### src/rtl/auto_steer_ctrl_if.sv
// Sample and command bus for auto_steer_ctrl: per-frame error samples in,
// movement commands out.
interface auto_steer_ctrl_if #(
  parameter int ERR_W   = 32,
  parameter int SPEED_W = 4
);
  logic signed [ERR_W-1:0] error;
  logic                    error_valid;
  logic                    line_lost;
  // cmd_valid rises with a command and holds it (stable) until cmd_valid && cmd_ready
  // completes the transfer; only a newer result may replace an unaccepted one.
  logic                    cmd_valid;
  logic                    cmd_ready;
  logic [3:0]              move_cmd;
  logic [SPEED_W-1:0]      speed_level;
  logic                    overrun;

  modport master (
    input  error, error_valid, line_lost, cmd_ready,
    output cmd_valid, move_cmd, speed_level, overrun
  );

  modport slave (
    output error, error_valid, line_lost, cmd_ready,
    input  cmd_valid, move_cmd, speed_level, overrun
  );
endinterface

### src/rtl/auto_steer_ctrl.sv
// Line-following steering controller: PD term with deadband/saturation,
// lost-line search FSM, and a latest-wins valid/ready command register.
module auto_steer_ctrl #(
  parameter int                 ERR_W         = 32,
  parameter logic signed [15:0] K_P           = 16'sd71,
  parameter logic signed [15:0] K_D           = 16'sd0,
  parameter int                 SHIFT         = 6,
  parameter int                 DEADBAND      = 0,
  parameter int                 SPEED_W       = 4,
  parameter int                 MAX_LEVEL     = 15,
  parameter int                 BASE_SPEED    = 1,
  parameter int                 SEARCH_SPEED  = 5,
  parameter int                 SEARCH_FRAMES = 30
) (
  input  logic                 clk,
  input  logic                 reset_n,
  auto_steer_ctrl_if.master    bus,
  output logic [1:0]           state
);
  localparam int UW = ERR_W + 18;

  localparam logic [3:0] CMD_W    = 4'b0000;
  localparam logic [3:0] CMD_WA   = 4'b0001;
  localparam logic [3:0] CMD_WD   = 4'b0010;
  localparam logic [3:0] CMD_A    = 4'b0100;
  localparam logic [3:0] CMD_D    = 4'b0101;
  localparam logic [3:0] CMD_STOP = 4'b1000;

  localparam logic signed [UW-1:0] DB_S     = UW'(DEADBAND);
  localparam logic signed [UW-1:0] MAX_S    = UW'(MAX_LEVEL);
  localparam logic [SPEED_W-1:0]   MAX_SPD  = SPEED_W'(MAX_LEVEL);
  localparam logic [SPEED_W-1:0]   BASE_SPD = SPEED_W'(BASE_SPEED);
  localparam logic [SPEED_W-1:0]   SRCH_SPD = SPEED_W'(SEARCH_SPEED);
  localparam logic [7:0]           SRCH_FR  = 8'(SEARCH_FRAMES);

  typedef enum logic [1:0] {
    TRACK  = 2'b00,
    SEARCH = 2'b01,
    LOST   = 2'b10
  } state_t;

  state_t                  state_q;
  logic [3:0]              last_dir;
  logic [7:0]              cnt;
  logic signed [ERR_W-1:0] e_prev;
  logic                    d_valid;
  logic                    s1_valid;
  logic [3:0]              s1_cmd;
  logic [SPEED_W-1:0]      s1_spd;

  logic signed [UW-1:0] e_x, ep_x, d_x, kp_x, kd_x, sum, u, mag;
  logic [SPEED_W-1:0]   sat_spd;
  logic [3:0]           trk_cmd;
  logic [SPEED_W-1:0]   trk_spd;
  logic [3:0]           srch_cmd;

  assign state = state_q;

  // The full PD/decode path sits in stage 1 so that a lost sample arriving
  // right after a tracked one already sees that sample's turn direction.
  always_comb begin
    e_x  = {{18{bus.error[ERR_W-1]}}, bus.error};
    ep_x = {{18{e_prev[ERR_W-1]}}, e_prev};
    kp_x = {{(UW-16){K_P[15]}}, K_P};
    kd_x = {{(UW-16){K_D[15]}}, K_D};
    d_x  = '0;
    if (state_q == TRACK && d_valid) d_x = e_x - ep_x;
    sum  = kp_x * e_x + kd_x * d_x;
    u    = sum >>> SHIFT;
    mag  = u[UW-1] ? -u : u;
    sat_spd = (mag > MAX_S) ? MAX_SPD : mag[SPEED_W-1:0];
    trk_cmd = CMD_W;
    trk_spd = BASE_SPD;
    if (u <= DB_S && u >= -DB_S) begin
      trk_cmd = CMD_W;
      trk_spd = BASE_SPD;
    end else if (u[UW-1]) begin
      trk_cmd = CMD_WD;
      trk_spd = sat_spd;
    end else begin
      trk_cmd = CMD_WA;
      trk_spd = sat_spd;
    end
    srch_cmd = (last_dir == CMD_WA) ? CMD_A : CMD_D;
  end

  always_ff @(posedge clk or negedge reset_n) begin
    if (!reset_n) begin
      state_q  <= TRACK;
      last_dir <= CMD_W;
      cnt      <= '0;
      e_prev   <= '0;
      d_valid  <= 1'b0;
      s1_valid <= 1'b0;
      s1_cmd   <= CMD_STOP;
      s1_spd   <= '0;
    end else begin
      s1_valid <= bus.error_valid;
      if (bus.error_valid) begin
        if (!bus.line_lost) begin
          state_q  <= TRACK;
          e_prev   <= bus.error;
          d_valid  <= 1'b1;
          last_dir <= trk_cmd;
          cnt      <= '0;
          s1_cmd   <= trk_cmd;
          s1_spd   <= trk_spd;
        end else begin
          d_valid <= 1'b0;
          case (state_q)
            TRACK: begin
              if (last_dir == CMD_W) begin
                state_q <= LOST;
                s1_cmd  <= CMD_STOP;
                s1_spd  <= '0;
              end else begin
                state_q <= SEARCH;
                cnt     <= 8'd1;
                s1_cmd  <= srch_cmd;
                s1_spd  <= SRCH_SPD;
              end
            end
            SEARCH: begin
              if (cnt < SRCH_FR) begin
                cnt    <= cnt + 8'd1;
                s1_cmd <= srch_cmd;
                s1_spd <= SRCH_SPD;
              end else begin
                state_q <= LOST;
                s1_cmd  <= CMD_STOP;
                s1_spd  <= '0;
              end
            end
            default: begin
              state_q <= LOST;
              s1_cmd  <= CMD_STOP;
              s1_spd  <= '0;
            end
          endcase
        end
      end
    end
  end

  // Latest result always wins; overrun flags a command dropped before acceptance.
  always_ff @(posedge clk or negedge reset_n) begin
    if (!reset_n) begin
      bus.cmd_valid   <= 1'b0;
      bus.move_cmd    <= CMD_STOP;
      bus.speed_level <= '0;
      bus.overrun     <= 1'b0;
    end else begin
      bus.overrun <= 1'b0;
      if (s1_valid) begin
        bus.cmd_valid   <= 1'b1;
        bus.move_cmd    <= s1_cmd;
        bus.speed_level <= s1_spd;
        bus.overrun     <= bus.cmd_valid && !bus.cmd_ready;
      end else if (bus.cmd_valid && bus.cmd_ready) begin
        bus.cmd_valid <= 1'b0;
      end
    end
  end
endmodule

### src/flat_wrapper.sv
// flat-port wrapper written by rule: the top's interface ports become plain ports
module auto_steer_ctrl_flat 
#(
  parameter int                 ERR_W         = 32,
  parameter logic signed [15:0] K_P           = 16'sd71,
  parameter logic signed [15:0] K_D           = 16'sd0,
  parameter int                 SHIFT         = 6,
  parameter int                 DEADBAND      = 0,
  parameter int                 SPEED_W       = 4,
  parameter int                 MAX_LEVEL     = 15,
  parameter int                 BASE_SPEED    = 1,
  parameter int                 SEARCH_SPEED  = 5,
  parameter int                 SEARCH_FRAMES = 30
)
  (clk, reset_n, state, bus_error, bus_error_valid, bus_line_lost, bus_cmd_ready, bus_cmd_valid, bus_move_cmd, bus_speed_level, bus_overrun);
  auto_steer_ctrl_if #(.ERR_W(ERR_W), .SPEED_W(SPEED_W)) bus_i ();
  input  logic clk;
  input  logic reset_n;
  output logic [1:0] state;
  input wire logic [$bits(bus_i.error)-1:0] bus_error;
  input wire logic [$bits(bus_i.error_valid)-1:0] bus_error_valid;
  input wire logic [$bits(bus_i.line_lost)-1:0] bus_line_lost;
  input wire logic [$bits(bus_i.cmd_ready)-1:0] bus_cmd_ready;
  output wire logic [$bits(bus_i.cmd_valid)-1:0] bus_cmd_valid;
  output wire logic [$bits(bus_i.move_cmd)-1:0] bus_move_cmd;
  output wire logic [$bits(bus_i.speed_level)-1:0] bus_speed_level;
  output wire logic [$bits(bus_i.overrun)-1:0] bus_overrun;
  assign bus_i.error = bus_error;
  assign bus_i.error_valid = bus_error_valid;
  assign bus_i.line_lost = bus_line_lost;
  assign bus_i.cmd_ready = bus_cmd_ready;
  assign bus_cmd_valid = bus_i.cmd_valid;
  assign bus_move_cmd = bus_i.move_cmd;
  assign bus_speed_level = bus_i.speed_level;
  assign bus_overrun = bus_i.overrun;
  auto_steer_ctrl #(.ERR_W(ERR_W), .K_P(K_P), .K_D(K_D), .SHIFT(SHIFT), .DEADBAND(DEADBAND), .SPEED_W(SPEED_W), .MAX_LEVEL(MAX_LEVEL), .BASE_SPEED(BASE_SPEED), .SEARCH_SPEED(SEARCH_SPEED), .SEARCH_FRAMES(SEARCH_FRAMES)) u_core (.clk(clk), .reset_n(reset_n), .bus(bus_i), .state(state));
endmodule
### config.mk
export PLATFORM = sky130hd
export DESIGN_NAME = auto_steer_ctrl_flat
export DESIGN_NICKNAME = d
export VERILOG_FILES = /design/src/rtl/auto_steer_ctrl_if.sv /design/src/rtl/auto_steer_ctrl.sv /design/src/flat_wrapper.sv
export SDC_FILE = /design/constraint.sdc
export NUM_CORES = 1
export LEC_CHECK = 0
export CAP_MARGIN = 5
export CORE_MARGIN = 2
export CORE_UTILIZATION = 30
export CTS_BUF_LIST = sky130_fd_sc_hd__clkbuf_4
export DETAILED_ROUTE_END_ITERATION = 10
export GPL_ROUTABILITY_DRIVEN = 0
export PLACE_DENSITY = 0.5
export RECOVER_POWER = 100
export SYNTH_ARGS = -nofsm -noshare
export SYNTH_HDL_FRONTEND = slang
export SYNTH_SLANG_ARGS = --single-unit
### constraint.sdc
create_clock -name clk -period 1.8 [get_ports clk]
set_input_delay 0.45 -clock clk [delete_from_list [all_inputs] [get_ports clk]]
set_output_delay 0.45 -clock clk [all_outputs]
set_load 0.01 [all_outputs]
## Word level (Yosys, flattened, before mapping)

Index checks and enable logic that the tools add are counted.

- $add $sub $neg: 2
- Multipliers: 1
- Div/mod/pow operators: 0
- Order comparisons: 4
- Equal/unequal tests: 6
- Shift-type cells: 0
- Mux-type cells: 25
- Bitwise operators: 1
- Reductions and logical operators: 10

Operators with widths:

| cell | count |
|---|---|
| $gt A50 B5 Y1 const B | 1 |
| $mux W50 | 1 |
| $neg A34 Y50 | 1 |
| $mul A8 B32 Y40 const A | 1 |
| $ge A34 B1 Y1 const B | 1 |
| $le A34 B1 Y1 const B | 1 |
| $mux W4 | 6 |
| $mux W8 | 3 |
| $pmux W4 S2 | 2 |
| $pmux W8 S2 | 1 |
| $mux W2 | 5 |
| $add A8 B1 Y8 const B | 1 |
| $lt A8 B5 Y1 const B | 1 |
| $mux W3 | 2 |
| $ne A3 B3 Y1 const B | 2 |
| $eq A4 B1 Y1 const B | 1 |
| $logic_not A4 Y1 | 1 |
| $mux W1 | 4 |
| $pmux W2 S2 | 1 |
| $reduce_and A2 Y1 | 2 |
| $reduce_and A4 Y1 | 1 |
| $logic_and A1 B1 Y1 | 3 |
| $ne A3 B1 Y1 const B | 1 |
| $ne A3 B2 Y1 const B | 1 |
| 5 further kinds | 5 |

- Flip-flop bits (word level): 33
- Latch bits: 0
- Bits in writable memories: 0
- Bits in read-only memories: 0
- Bits of input ports: 37
- Output and inout bits: 12
- Word-level logic and storage cells: 59
- Memories: 0

## Logic depth before layout (Yosys ltp)

Gate-level depths: netlist of run 1.

- Depth in word-level cells: 7
- Gate-level depth with buffers: 22
- Depth with buffers taken out: 20

## Worst setup path after synthesis of run 1

OpenSTA, ideal clock, no wires.

- Path type: input port to flip-flop
- Start: in bus_error[4]
- End: reg u_core.s1_spd[1]
- Data arrival time: 5532 ps
- Required time: 1667 ps
- Path slack: -3865 ps
- Cell stages on the path: 20
- Path buffers: 2
- Cell sequence: ha_1 fa_1 inv_1 fa_1 inv_1 ha_1 buf_2 and4_1 and2_1 a21o_1 or3_1 a2111oi_4 nand4_2 buf_2 o211a_1 a2111oi_2 nand3_1 or4_4 nor3_1 o22ai_1

- Longest elaborated chain between the ends: 7

Ends and longest elaborated chain:

| item | RTL line | text |
|---|---|---|
| start: declaration | flat_wrapper.sv:20 | `input wire logic [$bits(bus_i.error)-1:0] bus_error;` |
| $mul A8 B32 Y40 * | auto_steer_ctrl.sv:68 | `sum = kp_x * e_x + kd_x * d_x;` |
| $neg A34 Y50 | auto_steer_ctrl.sv:70 | `mag = u[UW-1] ? -u : u;` |
| $mux W50 | auto_steer_ctrl.sv:70 |  |
| $gt A50 B5 Y1 | auto_steer_ctrl.sv:71 | `sat_spd = (mag > MAX_S) ? MAX_SPD : mag[SPEED_W-1:0];` |
| $mux W4 | auto_steer_ctrl.sv:71 |  |
| $mux W4 * | auto_steer_ctrl.sv:74 | `if (u <= DB_S && u >= -DB_S) begin` |
| $mux W4 * | auto_steer_ctrl.sv:100 | `if (!bus.line_lost) begin` |
| end signal: assignment | auto_steer_ctrl.sv:107 | `s1_spd <= trk_spd;` |
| end: declaration | auto_steer_ctrl.sv:49 | `logic [SPEED_W-1:0] s1_spd;` |

Mark *: on every way between the ends. The rest lies on a longest branch, timed or not.
A chain may end at the register's enable or synchronous reset.

## Final worst setup path of run 1

- Start: in bus_error[7]
- End: reg u_core.s1_spd[1]

The elaborated chain is that of the path after synthesis.

==> results of run 1 <==
[critical path: cells and delay by family]
kind | cells | cell delay [ns]
buffers and inverters | 7 | 0.70
adder cells (fa/ha/maj) | 4 | 1.48
AO/OA/AOI/OAI | 5 | 1.00
AND/OR/NAND/NOR | 8 | 2.02
[cell type report]
class                   count  area [sq um]  share of cell area, %
well taps                 335           419                   3.12
flip-flops and latches     31           778                   5.80
inverters                 190           718                   5.35
clock inverters             3          38.8                  0.289
multi-input cells         756          8060                   60.0
repair buffers            423          3370                   25.1
clock buffers               5          37.5                  0.280
[per-stage QoR]
| stage | total power [uW] | utilization [%] | setup WS [ns] |
|---|---|---|---|
| after floorplan | 9400 | - | -3.62 |
| after global placement | 16100 | 44.0 | -4.55 |
| after detailed placement | 16100 | 44.0 | -4.60 |
| after CTS | 18500 | 48.4 | -3.66 |
| after global routing | 21900 | 51.7 | -3.83 |
| final | 20200 | 51.7 | -3.66 |
[logic make-up (layout without fill, tap and decap cells)]
logic type / count (synthesis) / count (layout)
simple gates: 296 / 296
compound gates: 253 / 253
buf+inv: 222 / 621
fa+ha+maj: 167 / 167
flops: 31 / 31
mux: 22 / 22
xor+xnor: 18 / 18
[routing by layer]
layer / up-vias / routed length, microns / track usage, % / part of all wire, %
met5: - / 0 / 0 / 0
met4: 0 / 244 / 3.19 / 0.97
met3: 19 / 672 / 1.12 / 2.7
met2: 143 / 12100 / 30.4 / 48
met1: 4054 / 12200 / 24.1 / 48
li1: 4354 / - / - / -
[flip-flops by register name (all words and copies together), names as in the netlist]
| name | flops |
|---|---|
| u_core.cnt | 8 |
| u_core.bus.overrun | 1 |
| u_core.s1_valid | 1 |
| u_core.bus.cmd_valid | 1 |
| u_core.bus.speed_level | 4 |
| u_core.state | 2 |
| u_core.s1_cmd | 4 |
| u_core.s1_spd | 4 |
| u_core.bus.move_cmd | 4 |
| u_core.last_dir | 2 |
[placed cells by master (no fill, tap or decap), drive strengths merged, types with 21 or more instances in the layout]
cell type / n
buf: 392
inv: 189
ha: 106
nand2: 71
nor2: 66
fa: 61
a21oi: 56
o21ai: 48
dfrtp: 29
nand3: 29
nor3: 27
nand4: 24
a211oi: 21
[power by group through the flow]
stage | logic (uW) | registers (uW) | clock network [uW]
6_report | 18800 | 870 | 518
5_1_grt | 20500 | 889 | 569
4_1_cts | 17100 | 871 | 540
3_5_place_dp | 15300 | 885 | 0
3_3_place_gp | 15200 | 880 | 0
2_1_floorplan | 8510 | 888 | 0
[worst paths after layout]
path                                               from                               endpoint  slack, ns  cells after the start
max in group asynchronous                       reset_n  u_core.bus.speed_level[1]$_DFFE_PN0P_       0.62                      2
setup / recovery                           bus_error[7]           u_core.s1_spd[1]$_DFFE_PN0P_      -3.66                     24
hold reg to reg            u_core.s1_cmd[3]$_DFFE_PN1P_           u_core.s1_cmd[3]$_DFFE_PN1P_       0.47                      2
hold / removal             u_core.s1_cmd[3]$_DFFE_PN1P_           u_core.s1_cmd[3]$_DFFE_PN1P_       0.47                      2
min in group asynchronous                       reset_n              u_core.cnt[6]$_DFFE_PN0P_       0.71                      2
setup reg to reg            u_core.state[1]$_DFFE_PN0P_              u_core.cnt[3]$_DFFE_PN0P_      -0.01                      7
[what timing repair did]
item,CTS,global route
gates resized for setup,258,191
pin swaps,74,80
setup buffers,34,31
setup endpoints to repair,11,16
==> flow_summary.yaml, run 1 <==
timing:
  period_minus_slack_ns: 5.46
  finalCritPeriodShare_pct: 303
  relSlewSlack_pct: 50.4
  hold_violations: 0
  clock_skew_ns: 0.00502
  rsz0062_at_grt: "true"
  tightest_slew_ns: 0.745
  max_freq_ghz: 0.183
  setup_tns_ns: -25.35
  slew_violations: 0
  setup-violations-final: 9
  fin_ws_ns: -3.66
  worst_hold_slack_ns: 0.472
finish:
  syn2layout_area_growth_pct: 69.9
  final_cells: 1743
  finalInstanceArea_sq_mm: 0.0134
  drive_above_1_share_pct: 48.1
  nets: 1611
  diodes: 0
  fill_cells: 2457
placed_design:
  io_buffer_count: 48
  dpl.cell_count: 1675
  dpl.hpwl_mm: 20.2
  place_area_sq_mm: 0.0114
detailed_routing:
  ant_nets: 0
  drt_iter0_markers: 349
  drc_errors: 0
  avgRoutedWirePerCell_microns: 14.4
  first_pass_iters: 7
  vias: 8570
  viasPerCell: 4.92
  routed_wl_mm: 25.2
critical_path:
  cp_cell_sequence: "buf_8 -> buf_6 -> ha_4 -> fa_1 -> inv_2 -> fa_1 -> inv_2 -> ha_4 -> buf_6 -> and4_4 -> and2_4 -> a21o_1 -> or3_4 -> a2111oi_4 -> buf_4 -> buf_6 -> nand4_4 -> nor2_2 -> nor4b_4 -> a211oi_2 -> a311o_1 -> or4_4 -> nor3_4 -> o22ai_1"
  path_common_cell: "buf_6"
  startpoint_type: "input port"
  critPathKind: "input port to flop"
  timing.critical_path.required_ns: 2.01
  critPathMaxStageDelay_ns: 0.55
  end_kind: "flop"
  worstPathArrival_ns: 5.67
  crit_fanout: 8
  crit_path_top_delay_cell: "fa_1"
die:
  io-pin-count: 49
  die_w_microns: 166
  dieArea_sq_mm: 0.0277
  initial_core_util_pct: 30.4
  core_area_sq_mm: 0.0260
  fp-row-count: 59
  die_y_microns: 166
synthesis:
  synth_seq_cells: 31
  synth.most_common_cell: "inv_1"
  synth_compound_area_share_pct: 22.8
  synth_mux_area_share_pct: 2.94
  synth_warnings: 0
  synth_top_area_share_pct: 16.8
  synthCells: 1009
  synth_area_leader_cell: "ha_1"
  synthXorXnorAreaFrac_pct: 1.99
  synth_top_family_by_area: "adder cells"
  avgSynthCellArea_sq_um: 7.83
  syn_area_sq_mm: 0.00790
  ys_top_cells_by_count: "inv_1, ha_1, nand2_1"
  synth_enable_flop_cells: 0
  synth_nets: 1213
  yosysSeqAreaShare_pct: 9.85
  synth-main-ff-cell: "dfrtp_1"
  async_flop_share_pct: 100
  yosysUniqueCellTypes: 91
  yosys.area_share.simple_pct: 19.3
  netlist_top_cells_area: "ha_1, fa_1, dfrtp_1"
  synth_fa_ha_area_share_pct: 32.2
pwr:
  powerDensity_mw_per_mm2: 1510
  p_seq_share_pct: 4.3
  p_int_uw: 10800
  ir_drop_v: 0.000853
  p_leak_uw: 0.00617
  power_frac_comb_pct: 93.1
  p_switching_uw: 9440
  swShare_pct: 46.7
  p_clk_share_pct: 2.6
global_route:
  grt_pass1_vias: 8596
  overflow: 0
  grt_start_max_net_pins: 32
  antenna_found_initial: 0
  grt_pass1_wl_mm: 41.1
  grt_usage_pct: 17.5
min_path:
  holdCritPathClass: "flop to flop"
status:
  status: "finished, violations left"
  violations: "negative setup slack"
clock_network:
  max-clock-path-buffers: 2
  ctsHoldBuffers: 0
  htree_levels: 2
  cts_root_buffer: "clkbuf_4"
  cts_tree: "yes"
  clock_latency_ns: 0.32
  cts_buffers: 5
  cts_sinks: 31
  path_clk_slew_ns: 0.09
flow_run:
  cap_violations: 0
Power figures use the tool's default switching activity.
==> run 2, diff against run 1 <==
--- a/config.mk
+++ b/config.mk
@@ -5,13 +5,14 @@
 export SDC_FILE = /design/constraint.sdc
 export NUM_CORES = 1
 export LEC_CHECK = 0
+export ABC_AREA = 1
 export CAP_MARGIN = 5
 export CORE_MARGIN = 2
 export CORE_UTILIZATION = 30
 export CTS_BUF_LIST = sky130_fd_sc_hd__clkbuf_4
 export DETAILED_ROUTE_END_ITERATION = 10
 export GPL_ROUTABILITY_DRIVEN = 0
-export PLACE_DENSITY = 0.5
+export PLACE_DENSITY = 0.49
 export RECOVER_POWER = 100
 export SYNTH_ARGS = -nofsm -noshare
 export SYNTH_HDL_FRONTEND = slang
==> run 2 against run 1 <==
Effect of this change:
- register-to-register slack got worse by 0.06 ns
- design area increased by 1.1%
- largest power group unchanged
- sequential share of layout area decreased by 0.061 points
- first-iteration DRC count decreased by 19%
- the run still ends with negative setup slack left
- non-clock buffer count decreased by 98
- clock skew decreased by 0.0019 ns
- sequential power decreased by 2%
- maximum frequency increased by 26%
- combinational power decreased by 7%
==> flow_summary.yaml, run 2 <==
global_route:
  grt_pass1_vias: 8854
  overflow: 0
  grt_usage_pct: 17.0
  antenna_found_initial: 0
  grt_start_max_net_pins: 32
  grt_pass1_wl_mm: 40.7
critical_path:
  endpoint: "u_core.s1_spd[3]$_DFFE_PN0P_"
  critPathLaunch: "bus_error[15]"
  rr_worst_depth: 9
  critPathKind: "input port to flop"
  end_kind: "flop"
  critPathMaxStageDelay_ns: 0.51
  startpoint_type: "input port"
  crit_fanout: 4
  r2r-end: "u_core.cnt[4]$_DFFE_PN0P_"
  path_common_cell: "nand2_1"
  timing.critical_path.required_ns: 2.02
  regToRegSetupSlack_ns: -0.07
  crit_path_top_delay_cell: "fa_1"
  r2r_start: "u_core.cnt[3]$_DFFE_PN0P_"
  worstPathArrival_ns: 4.57
finish:
  regMostFlops: "u_core.cnt"
  layout_common_cells: "inv_1, nand2_1, buf_4"
  syn2layout_area_growth_pct: 63.6
  largest_reg_flops: 8
  diodes: 0
  nets: 1858
  multiInputGateArea_sq_mm: 0.00832
  seq_area_sq_um: 778
  drive_above_1_share_pct: 47.5
  final_cells: 1996
  layout_commonest_cell: "inv_1"
  utilization_pct: 50.2
  fill_cells: 2707
pwr:
  p_seq_share_pct: 4.6
  p_clk_share_pct: 2.1
  p_switching_uw: 9730
  p_total_uw: 18700
  powerDensity_mw_per_mm2: 1380
  swShare_pct: 52.0
  p_leak_uw: 0.00710
  power_frac_comb_pct: 93.4
  p_int_uw: 8970
  ir_drop_v: 0.000530
timing:
  slew_violations: 0
  clock_skew_ns: 0.00315
  setup-violations-final: 11
  max_freq_ghz: 0.230
  relSlewSlack_pct: 48.8
  finalCritPeriodShare_pct: 242
  fin_ws_ns: -2.55
  period_minus_slack_ns: 4.35
  rsz0062_at_grt: "true"
  hold_violations: 0
  tightest_slew_ns: 0.767
placed_design:
  dpl.cell_count: 1927
  dpl.hpwl_mm: 20.8
  place_ws_ns: -3.43
  io_buffer_count: 48
synthesis:
  synth_seq_cells: 31
  synth_warnings: 0
  ys_top_cells_by_count: "nand2_1, inv_1, ha_1"
  yosysSeqAreaShare_pct: 9.38
  avgSynthCellArea_sq_um: 6.24
  synth_top_area_share_pct: 18.6
  synth_nets: 1534
  yosysUniqueCellTypes: 45
  synthCells: 1330
  synth_area_leader_cell: "nand2_1"
  synth-main-ff-cell: "dfrtp_1"
  netlist_top_cells_area: "nand2_1, ha_1, inv_1"
  synth.most_common_cell: "nand2_1"
  synth_enable_flop_cells: 0
  syn_area_sq_mm: 0.00830
  async_flop_share_pct: 100
die:
  initial_core_util_pct: 30.7
  fp-row-count: 60
  io-pin-count: 49
  die_w_microns: 170
  core_area_sq_mm: 0.0270
  dieArea_sq_mm: 0.0290
  die_y_microns: 170
detailed_routing:
  routed_wl_mm: 24.4
  first_pass_iters: 4
  avgRoutedWirePerCell_microns: 12.2
  drt_iter0_markers: 284
  vias: 8881
  viasPerCell: 4.45
  drc_errors: 0
  ant_nets: 0
clock_network:
  cts_root_buffer: "clkbuf_4"
  clock_latency_ns: 0.32
  cts_tree: "yes"
  cts_buffers: 5
  max-clock-path-buffers: 2
  path_clk_slew_ns: 0.09
  cts_sinks: 31
  htree_levels: 2
status:
  violations: "negative setup slack"
  status: "finished, violations left"
flow_run:
  cap_violations: 0
min_path:
  hold_depth: 2
  holdCritPathClass: "flop to flop"
==> run 2: changes by cell type after synthesis, moves of 14 or more <==
cell and delta:
nand2_1 +341, inv_1 +138, nand3_1 +50, nor2_1 +30, a21oi_1 -29, o21ai_0 -25, nor3_1 -22, inv_2 +21
nand2_2 +21, a211oi_1 -18, clkbuf_1 -15, nor2_2 +14
==> run 2: worst max-delay path, delay by kind of cell <==
kind	cells	cell delay, ns
AND/OR/NAND/NOR	19	1.89
buffers and inverters	8	0.71
adder cells (fa/ha/maj)	4	1.51
==> run 2: how the worst min path moves through the flow <==
stage | startpoint | to | slack [ns]
2_1_floorplan | reset_n | u_core.bus.cmd_valid$_DFFE_PN0P_ | 0.15
3_3_place_gp | u_core.bus.move_cmd[2]$_DFFE_PN0P_ | u_core.bus.move_cmd[2]$_DFFE_PN0P_ | 0.46
3_5_place_dp | u_core.bus.speed_level[2]$_DFFE_PN0P_ | u_core.bus.speed_level[2]$_DFFE_PN0P_ | 0.47
4_1_cts | reset_n | u_core.cnt[6]$_DFFE_PN0P_ | 0.48
5_1_grt | u_core.s1_cmd[3]$_DFFE_PN1P_ | u_core.s1_cmd[3]$_DFFE_PN1P_ | 0.49
6_report | u_core.bus.speed_level[1]$_DFFE_PN0P_ | u_core.bus.speed_level[1]$_DFFE_PN0P_ | 0.48
==> run 2: through the flow <==
step | area (sq um) | setup TNS [ns] | hold WS [ns]
4_1_cts | 12800 | -18.40 | 0.480
3_5_place_dp | 11700 | -25.70 | 0.465
2_1_floorplan | 9150 | -16.31 | 0.154
5_1_grt | 13600 | -21.73 | 0.494
6_report | 13600 | -18.80 | 0.483
3_3_place_gp | 11700 | -25.60 | 0.459
==> run 2: layout make-up <==
cell class,instances,share of cell area (%)
Tap cell,341,3.14
Clock buffer,6,0.332
Multi-Input combinational cell,939,61.3
Clock inverter,2,0.0553
Sequential cell,31,5.74
Inverter,352,9.78
Timing Repair Buffer,325,19.6
==> run 2: logic make-up after synthesis <==
kind of cell	Yosys count	share of synthesized area, %
DFF	31	9.38
adders and majority gates	167	30.7
and+or+nand+nor	693	37.5
AOI/OAI and AO/OA	65	4.53
buffers and inverters	360	16.5
xor gates and xnor gates	14	1.48
==> run 2: timing repair <==
action | CTS | global route
buffers inserted | 37 | 31
pin swaps | 186 | 162
endpoints found under the setup margin | 10 | 19
hold buffers | 0 | 0
gates cloned | 0 | 0
gates resized for setup | 305 | 223
==> run 2: power groups by stage <==
stage               combinational [uW]  clock, uW  sequential [uW]
finish                           17500        386              856
global route                     19200        443              871
CTS                              16000        407              857
detailed placement               13900          0              870
global placement                 13900          0              868
floorplan                         8530          0              877
==> run 2: metal layers <==
metal / part of all wire, % / global-route usage [%] / vias to the layer above
met5: 0 / 0 / -
li1: - / - / 4659
met3: 1.6 / 0.767 / 22
met2: 50 / 30.9 / 93
met1: 48 / 22.7 / 4107
met4: 1.3 / 2.53 / 0
==> run 3, diff against run 2 <==
--- a/config.mk
+++ b/config.mk
@@ -6,7 +6,7 @@
 export NUM_CORES = 1
 export LEC_CHECK = 0
 export ABC_AREA = 1
-export CAP_MARGIN = 5
+export CAP_MARGIN = 20
 export CORE_MARGIN = 2
 export CORE_UTILIZATION = 30
 export CTS_BUF_LIST = sky130_fd_sc_hd__clkbuf_4
==> results of run 3 <==
No change in the layout: final DEF, timing and power equal those of run 2.
